$ cat src/rtl/conv3x3_mac_pkg.sv
// conv_pkg: shared definitions for the 3x3 convolution MAC block.
//   - conv_state_e : window FSM states (IDLE, MAC, BIAS, DONE)
//   - DATA_W       : weight / pixel width
//   - ADDR_W       : row / column address width
//   - IMG_DIM      : image side length
//   - K_DIM        : kernel side length
//   - ACC_W        : accumulator / bias / result width
//   - PROD_W       : signed x unsigned product width (2*DATA_W+1)
package conv_pkg;

  localparam int DATA_W  = 8;
  localparam int ADDR_W  = 5;
  localparam int IMG_DIM = 28;
  localparam int K_DIM   = 3;
  localparam int ACC_W   = 33;
  localparam int PROD_W  = 2 * DATA_W + 1;

  typedef enum logic [1:0] {
    IDLE = 2'd0,
    MAC  = 2'd1,
    BIAS = 2'd2,
    DONE = 2'd3
  } conv_state_e;

endpackage

$ cat src/rtl/conv3x3_mac_mac_unit.sv
// mac_unit: signed-weight x unsigned-pixel multiply-accumulate.
// The pixel is zero-extended by one bit so the product can be formed as a
// plain signed multiply; the product is sign-extended into the accumulator.
// Ports:
//   clk, rstn : clock, asynchronous active-low reset
//   clr       : synchronous clear of the accumulator (wins over en)
//   en        : add the current product this cycle
//   w         : signed weight
//   p         : unsigned pixel
//   acc       : signed running sum
module mac_unit #(
  parameter int DATA_W = 8,
  parameter int ACC_W  = 33
) (
  input  logic                     clk,
  input  logic                     rstn,
  input  logic                     clr,
  input  logic                     en,
  input  logic signed [DATA_W-1:0] w,
  input  logic        [DATA_W-1:0] p,
  output logic signed [ACC_W-1:0]  acc
);

  localparam int PROD_W = 2 * DATA_W + 1;

  logic signed [PROD_W-1:0] prod;

  assign prod = w * $signed({1'b0, p});

  always_ff @(posedge clk or negedge rstn) begin
    if (!rstn) begin
      acc <= '0;
    end else if (clr) begin
      acc <= '0;
    end else if (en) begin
      acc <= acc + ACC_W'(prod);
    end
  end

endmodule

$ cat src/rtl/conv3x3_mac.sv
// conv3x3_mac: computes one 3x3 convolution window over a 28x28 image.
// A start in IDLE (with the filter memory loaded and the window in range)
// walks the 9 kernel taps in row-major order, one tap per cycle, then adds
// the filter bias and presents a registered result with a one-cycle done.
// Build option: define CONV_RELU_EN to clamp negative results to zero.
//
// Handshake: start is a level sampled only in IDLE; busy covers MAC and
// BIAS; done is a one-cycle pulse with result held until the next window
// completes; err pulses one cycle after a rejected (out-of-range) start.
//
// Ports:
//   clk, rstn                : clock, asynchronous active-low reset
//   start, base_row/base_col : window request and top-left corner
//   busy, done, err, result  : status and signed result
//   f_sel/f_wr/f_get_b/f_addr1/f_addr2, f_rdata/f_rbias/f_full : filter memory
//   img_sel/img_row/img_col, img_rdata                         : image memory
//   dbg_state                : current FSM state
module conv3x3_mac
  import conv_pkg::*;
#(
  parameter int DATA_W  = conv_pkg::DATA_W,
  parameter int ADDR_W  = conv_pkg::ADDR_W,
  parameter int IMG_DIM = conv_pkg::IMG_DIM,
  parameter int K_DIM   = conv_pkg::K_DIM,
  parameter int ACC_W   = conv_pkg::ACC_W
) (
  input  logic                     clk,
  input  logic                     rstn,
  input  logic                     start,
  input  logic        [ADDR_W-1:0] base_row,
  input  logic        [ADDR_W-1:0] base_col,
  output logic                     busy,
  output logic                     done,
  output logic                     err,
  output logic signed [ACC_W-1:0]  result,
  output logic                     f_sel,
  output logic                     f_wr,
  output logic                     f_get_b,
  output logic        [ADDR_W-1:0] f_addr1,
  output logic        [ADDR_W-1:0] f_addr2,
  input  logic signed [DATA_W-1:0] f_rdata,
  input  logic signed [ACC_W-1:0]  f_rbias,
  input  logic                     f_full,
  output logic                     img_sel,
  output logic        [ADDR_W-1:0] img_row,
  output logic        [ADDR_W-1:0] img_col,
  input  logic        [DATA_W-1:0] img_rdata,
  output conv_state_e              dbg_state
);

  localparam logic [ADDR_W-1:0] K_LAST   = ADDR_W'(K_DIM - 1);
  localparam logic [ADDR_W-1:0] MAX_BASE = ADDR_W'(IMG_DIM - K_DIM);

  conv_state_e state, state_d;

  logic [ADDR_W-1:0] cnt_i, cnt_j;
  logic [ADDR_W-1:0] row_q, col_q;
  logic              in_range;
  logic              req;
  logic              accept;
  logic              last_tap;
  logic signed [ACC_W-1:0] acc;
  logic signed [ACC_W-1:0] biased;

  assign in_range = (base_row <= MAX_BASE) && (base_col <= MAX_BASE);
  assign req      = (state == IDLE) && start && f_full;
  assign accept   = req && in_range;
  assign last_tap = (cnt_i == K_LAST) && (cnt_j == K_LAST);
  assign biased   = acc + f_rbias;

  assign f_wr      = 1'b0;
  assign dbg_state = state;

  mac_unit #(
    .DATA_W (DATA_W),
    .ACC_W  (ACC_W)
  ) u_mac (
    .clk  (clk),
    .rstn (rstn),
    .clr  (accept),
    .en   (state == MAC),
    .w    (f_rdata),
    .p    (img_rdata),
    .acc  (acc)
  );

  always_ff @(posedge clk or negedge rstn) begin
    if (!rstn) begin
      state <= IDLE;
    end else begin
      state <= state_d;
    end
  end

  always_comb begin
    state_d = state;
    busy    = 1'b0;
    done    = 1'b0;
    f_sel   = 1'b0;
    f_get_b = 1'b0;
    f_addr1 = '0;
    f_addr2 = '0;
    img_sel = 1'b0;
    img_row = '0;
    img_col = '0;
    case (state)
      IDLE: begin
        if (accept) state_d = MAC;
      end
      MAC: begin
        busy    = 1'b1;
        f_sel   = 1'b1;
        f_addr1 = cnt_i;
        f_addr2 = cnt_j;
        img_sel = 1'b1;
        img_row = row_q + cnt_i;
        img_col = col_q + cnt_j;
        if (last_tap) state_d = BIAS;
      end
      BIAS: begin
        busy    = 1'b1;
        f_sel   = 1'b1;
        f_get_b = 1'b1;
        state_d = DONE;
      end
      DONE: begin
        done    = 1'b1;
        state_d = IDLE;
      end
      default: state_d = IDLE;
    endcase
  end

  // Tap counters walk the kernel row-major: j is the fast index.
  always_ff @(posedge clk or negedge rstn) begin
    if (!rstn) begin
      cnt_i <= '0;
      cnt_j <= '0;
      row_q <= '0;
      col_q <= '0;
    end else if (accept) begin
      cnt_i <= '0;
      cnt_j <= '0;
      row_q <= base_row;
      col_q <= base_col;
    end else if (state == MAC) begin
      if (cnt_j == K_LAST) begin
        cnt_j <= '0;
        cnt_i <= cnt_i + 1'b1;
      end else begin
        cnt_j <= cnt_j + 1'b1;
      end
    end
  end

  always_ff @(posedge clk or negedge rstn) begin
    if (!rstn) begin
      err <= 1'b0;
    end else begin
      err <= req && !in_range;
    end
  end

  always_ff @(posedge clk or negedge rstn) begin
    if (!rstn) begin
      result <= '0;
    end else if (state == BIAS) begin
`ifdef CONV_RELU_EN
      result <= biased[ACC_W-1] ? '0 : biased;
`else
      result <= biased;
`endif
    end
  end

endmodule

$ cat config.mk
export PLATFORM = sky130hd
export DESIGN_NAME = conv3x3_mac
export DESIGN_NICKNAME = d
export VERILOG_FILES = /design/src/rtl/conv3x3_mac_pkg.sv /design/src/rtl/conv3x3_mac_mac_unit.sv /design/src/rtl/conv3x3_mac.sv
export SDC_FILE = /design/constraint.sdc
export NUM_CORES = 1
export LEC_CHECK = 0
export CELL_PAD_IN_SITES_DETAIL_PLACEMENT = 1
export CELL_PAD_IN_SITES_GLOBAL_PLACEMENT = 1
export CORE_MARGIN = 2
export CORE_UTILIZATION = 40
export DETAILED_ROUTE_END_ITERATION = 8
export PLACE_DENSITY_LB_ADDON = 0.1
export SYNTH_ARGS = -nofsm -noshare
export SYNTH_HDL_FRONTEND = slang
export SYNTH_SLANG_ARGS = --single-unit
$ cat constraint.sdc
create_clock -name clk -period 4.7 [get_ports clk]
set_input_delay 0.94 -clock clk [delete_from_list [all_inputs] [get_ports clk]]
set_output_delay 0.94 -clock clk [all_outputs]
set_load 0.02 [all_outputs]
==> summary.md <==
| Metric | Value |
|---|---|
| Final min period | 5.676 ns |
| Top cell type's share of synthesized area | 23.18% |
| Num rows | 56 |
| Status | finished, violations left |
| CTS clk-pin slew, worst paths | 0.08 ns |
| Initial antenna violation count | 0 |
| Crit Path Category | input port to flip-flop |
| Diodes inserted | 0 |
| Max_slew headroom | 29.71% |
| Layout cells sized above 1 | 24.17% |
| Primary FF master, synth | dfrtp_1 |
| Post-synthesis cell area | 9609 um^2 |
| First-pass GRT wire length | 45.19 mm |
| Gpl congestion | 0.8325 |
| CTS Buf Count | 9 |
| Drt total wl | 27.39 mm |
| Layout overhead on the synthesized area | 34.83% |
| Reg2reg setup slack | -0.53 ns |
| Max Clk Rate | 176.2 MHz |
| Cts hold-fix bufs | 0 |
| Max-Cap Viols | 0 |
| Core Util, Final | 55.03% |
| CTS Root Cell | clkbuf_16 |
| Final setup TNS | -16.22 ns |
| # IOs | 125 |
| Routed len/inst | 17.37 um |
| Post-route ant nets | 0 |
| Port bufs | 123 |
| Worst Hold Depth | 1 |
| Synth unique cells | 66 |
| Violated checks | negative setup slack |
| GRT Total Usage | 22.04% |
| Max-slew violation count | 0 |
| Syn Nets | 1290 |
| Critical Path Start Type | input port |
| HPWL after detailed placement | 21.00 mm |
| Final Hold Fails | 0 |
| Syn Inst Count | 1013 |
| Largest net degree at the start of global routing | 66 |
| DR iter-0 viols | 325 |
| RR Startpoint | u_mac.acc[6]$_DFFE_PN0P_ |
| Final nets | 1530 |
| Cells on worst reg2reg path | 20 |
| Area leader, netlist | dfrtp_1 |
| Clk sinks | 89 |
| Seq/Total Area, Yosys | 23.18% |
| GRT Residual Overflow | 0 |
| Period utilization | 120.8% |
| Hold path startpoint | result[27]$_DFFE_PN0P_ |
| Crit end category | flip-flop |
| Critical R2R Capture | u_mac.acc[32]$_DFFE_PN0P_ |
| Type of the worst min-delay path | flip-flop to flip-flop |
| Die extent in y | 159.0 um |
| Number of global-route vias before repair | 8823 |
| Core ar. | 23540 um^2 |
| Finish-stage setup viols | 24 |
| Via count | 8172 |
| Unrepaired setup endpoints after global routing | true |
| Setup slack after layout | -0.9756 ns |
| Initial Util | 40.82% |
| FFs w/ async S/R, synth | 100.0% |
| CTS tree | yes |
| Final setup skew | 0.01090 ns |
| Slew @ Worst Pin | 1.040 ns |
| H-tree depth | 3 |
| Clk Latency, worst-skew pair | 0.35 ns |
| Syn Area/Cell | 9.486 um^2 |
| Total Die Area | 25280 um^2 |
| Longest Clk Path Bufs | 2 |
| Post-synth EDFFs | 0 |
| DRT Pass-1 Iters | 4 |
| Synth area leaders | dfrtp_1 23%, ha_1 21%, fa_1 11%, mux2_2 4.1%, xnor2_1 4.1% |
| Via/cell ratio | 5.182 |
| Crit path arrival time | 5.90 ns |
| # DRC | 0 |
| DIE WIDTH | 159.0 um |
| Worst-path fanout max | 4 |
| Syn. warnings | 0 |
| Hold Crit Endpoint | result[27]$_DFFE_PN0P_ |
| Seq cells post-synth | 89 |
| WP data required | 4.92 ns |
## kinds of logic (layout without fill, tap and decap cells)
logic type,after synthesis,after routing,share of synthesized area (%)
fa+ha+maj,214,214,32.08
mux,59,59,6.602
simple gates,259,259,12.85
xor+xnor,68,68,6.198
buf+inv,122,367,4.844
compound gates,201,201,14.21
other cells,1,1,0.03903
flops,89,89,23.18
## cell usage in the layout (no fill, tap or decap), types with 10 or more instances in the layout
cell type	netlist	routed
buf_4	2	118
xnor2_2	0	11
xor2_1	23	22
fa_1	54	46
nor2_1	90	80
nand2_1	66	62
inv_1	94	86
dfrtp_1	89	89
o21ai_0	21	17
ha_1	160	147
a21oi_1	75	63
o21bai_1	18	17
mux2i_1	24	24
clkdlybuf4s50_1	0	106
xnor2_1	45	34
buf_2	0	10
mux2_2	35	35
nand3_1	14	13
a21o_1	27	27
and2_1	43	42
buf_6	0	14
## synthesized netlist by cell type, drive strengths merged, types with 3 or more instances
cell type / n
o211ai: 6
mux2i: 24
inv: 95
nor2: 91
buf: 5
nand2: 66
o21bai: 18
and2: 43
nand4: 8
nor3: 8
nand2b: 8
nor4b: 3
clkbuf: 21
ha: 160
nand3: 14
a2111oi: 3
o21a: 8
xor2: 23
or3: 4
mux2: 35
and3: 4
a211oi: 5
o21ai: 27
dfrtp: 89
xnor2: 45
a41oi: 3
fa: 54
a21oi: 77
o31ai: 4
a31oi: 6
a21o: 27
## stage by stage
stage	std cells	instance area [um^2]	setup slack, ns	hold slack [ns]
4_1_cts	1571	12840	-1.109	0.5119
6_report	1577	12960	-0.9756	0.5074
2_1_floorplan	1013	9813	-0.8562	0.4836
3_3_place_gp	1532	12110	-1.707	0.4897
3_5_place_dp	1532	12110	-1.808	0.4948
5_1_grt	1577	12960	-1.151	0.5323
## sequential cells by signal (all words and copies together), names as in the netlist
register   flops
err            1
result        33
cnt_i          5
dbg_state      2
cnt_j          5
row_q          5
u_mac.acc     33
col_q          5
## layer usage
metal | part of all wire [%] | wire length [um] | track usage, % | vias to the layer above
li1 | - | - | - | 3975
met3 | 3.5 | 947 | 2.813 | 11
met5 | 0 | 0 | 0 | -
met1 | 48 | 13170 | 31.02 | 4063
met2 | 48 | 13110 | 37.44 | 123
met4 | 0.59 | 161 | 2.727 | 0
## worst max-delay path, cell delays in order
cell	delay, ns
buf_12	0.09
clkinvlp_4	0.10
buf_12	0.14
buf_4	0.12
nor2_2	0.09
fa_1	0.44
fa_2	0.54
fa_1	0.44
fa_1	0.43
ha_1	0.32
ha_2	0.19
nor2_2	0.09
o21ai_2	0.08
buf_4	0.14
o32a_1	0.33
nand2_2	0.10
o211ai_1	0.14
o31a_1	0.30
a221o_1	0.33
or3_1	0.31
a31oi_1	0.17
nor2_1	0.05
## worst max-delay path by stage
stage                           from                   endpoint  slack (ns)  cells past startpoint
after floorplan           f_rdata[7]  u_mac.acc[31]$_DFFE_PN0P_       -0.86                     18
final                     f_rdata[7]  u_mac.acc[31]$_DFFE_PN0P_       -0.98                     22
after global placement    f_rdata[5]  u_mac.acc[32]$_DFFE_PN0P_       -1.71                     19
after detailed placement  f_rdata[7]  u_mac.acc[31]$_DFFE_PN0P_       -1.81                     20
after global routing      f_rdata[7]  u_mac.acc[31]$_DFFE_PN0P_       -1.15                     22
after CTS                 f_rdata[7]  u_mac.acc[30]$_DFFE_PN0P_       -1.11                     21
## layout make-up
type | count | area (um^2)
Clock buffer | 9 | 225.2
Clock inverter | 7 | 101.3
Fill cell | 2683 | 10590
Inverter | 96 | 369.1
Multi-Input combinational cell | 802 | 7410
Sequential cell | 89 | 2227
Tap cell | 319 | 399.1
Timing Repair Buffer | 255 | 2225
## timing repair
| action | in CTS | in global routing |
|---|---|---|
| gates resized for setup | 95 | 54 |
| buffers inserted | 25 | 12 |
| endpoints found under the setup margin | 26 | 26 |
| pin swaps | 64 | 50 |
Power is left out: the tool's default activity adds up to more than one toggle a clock period on the data nets, which glitch-free logic cannot reach.
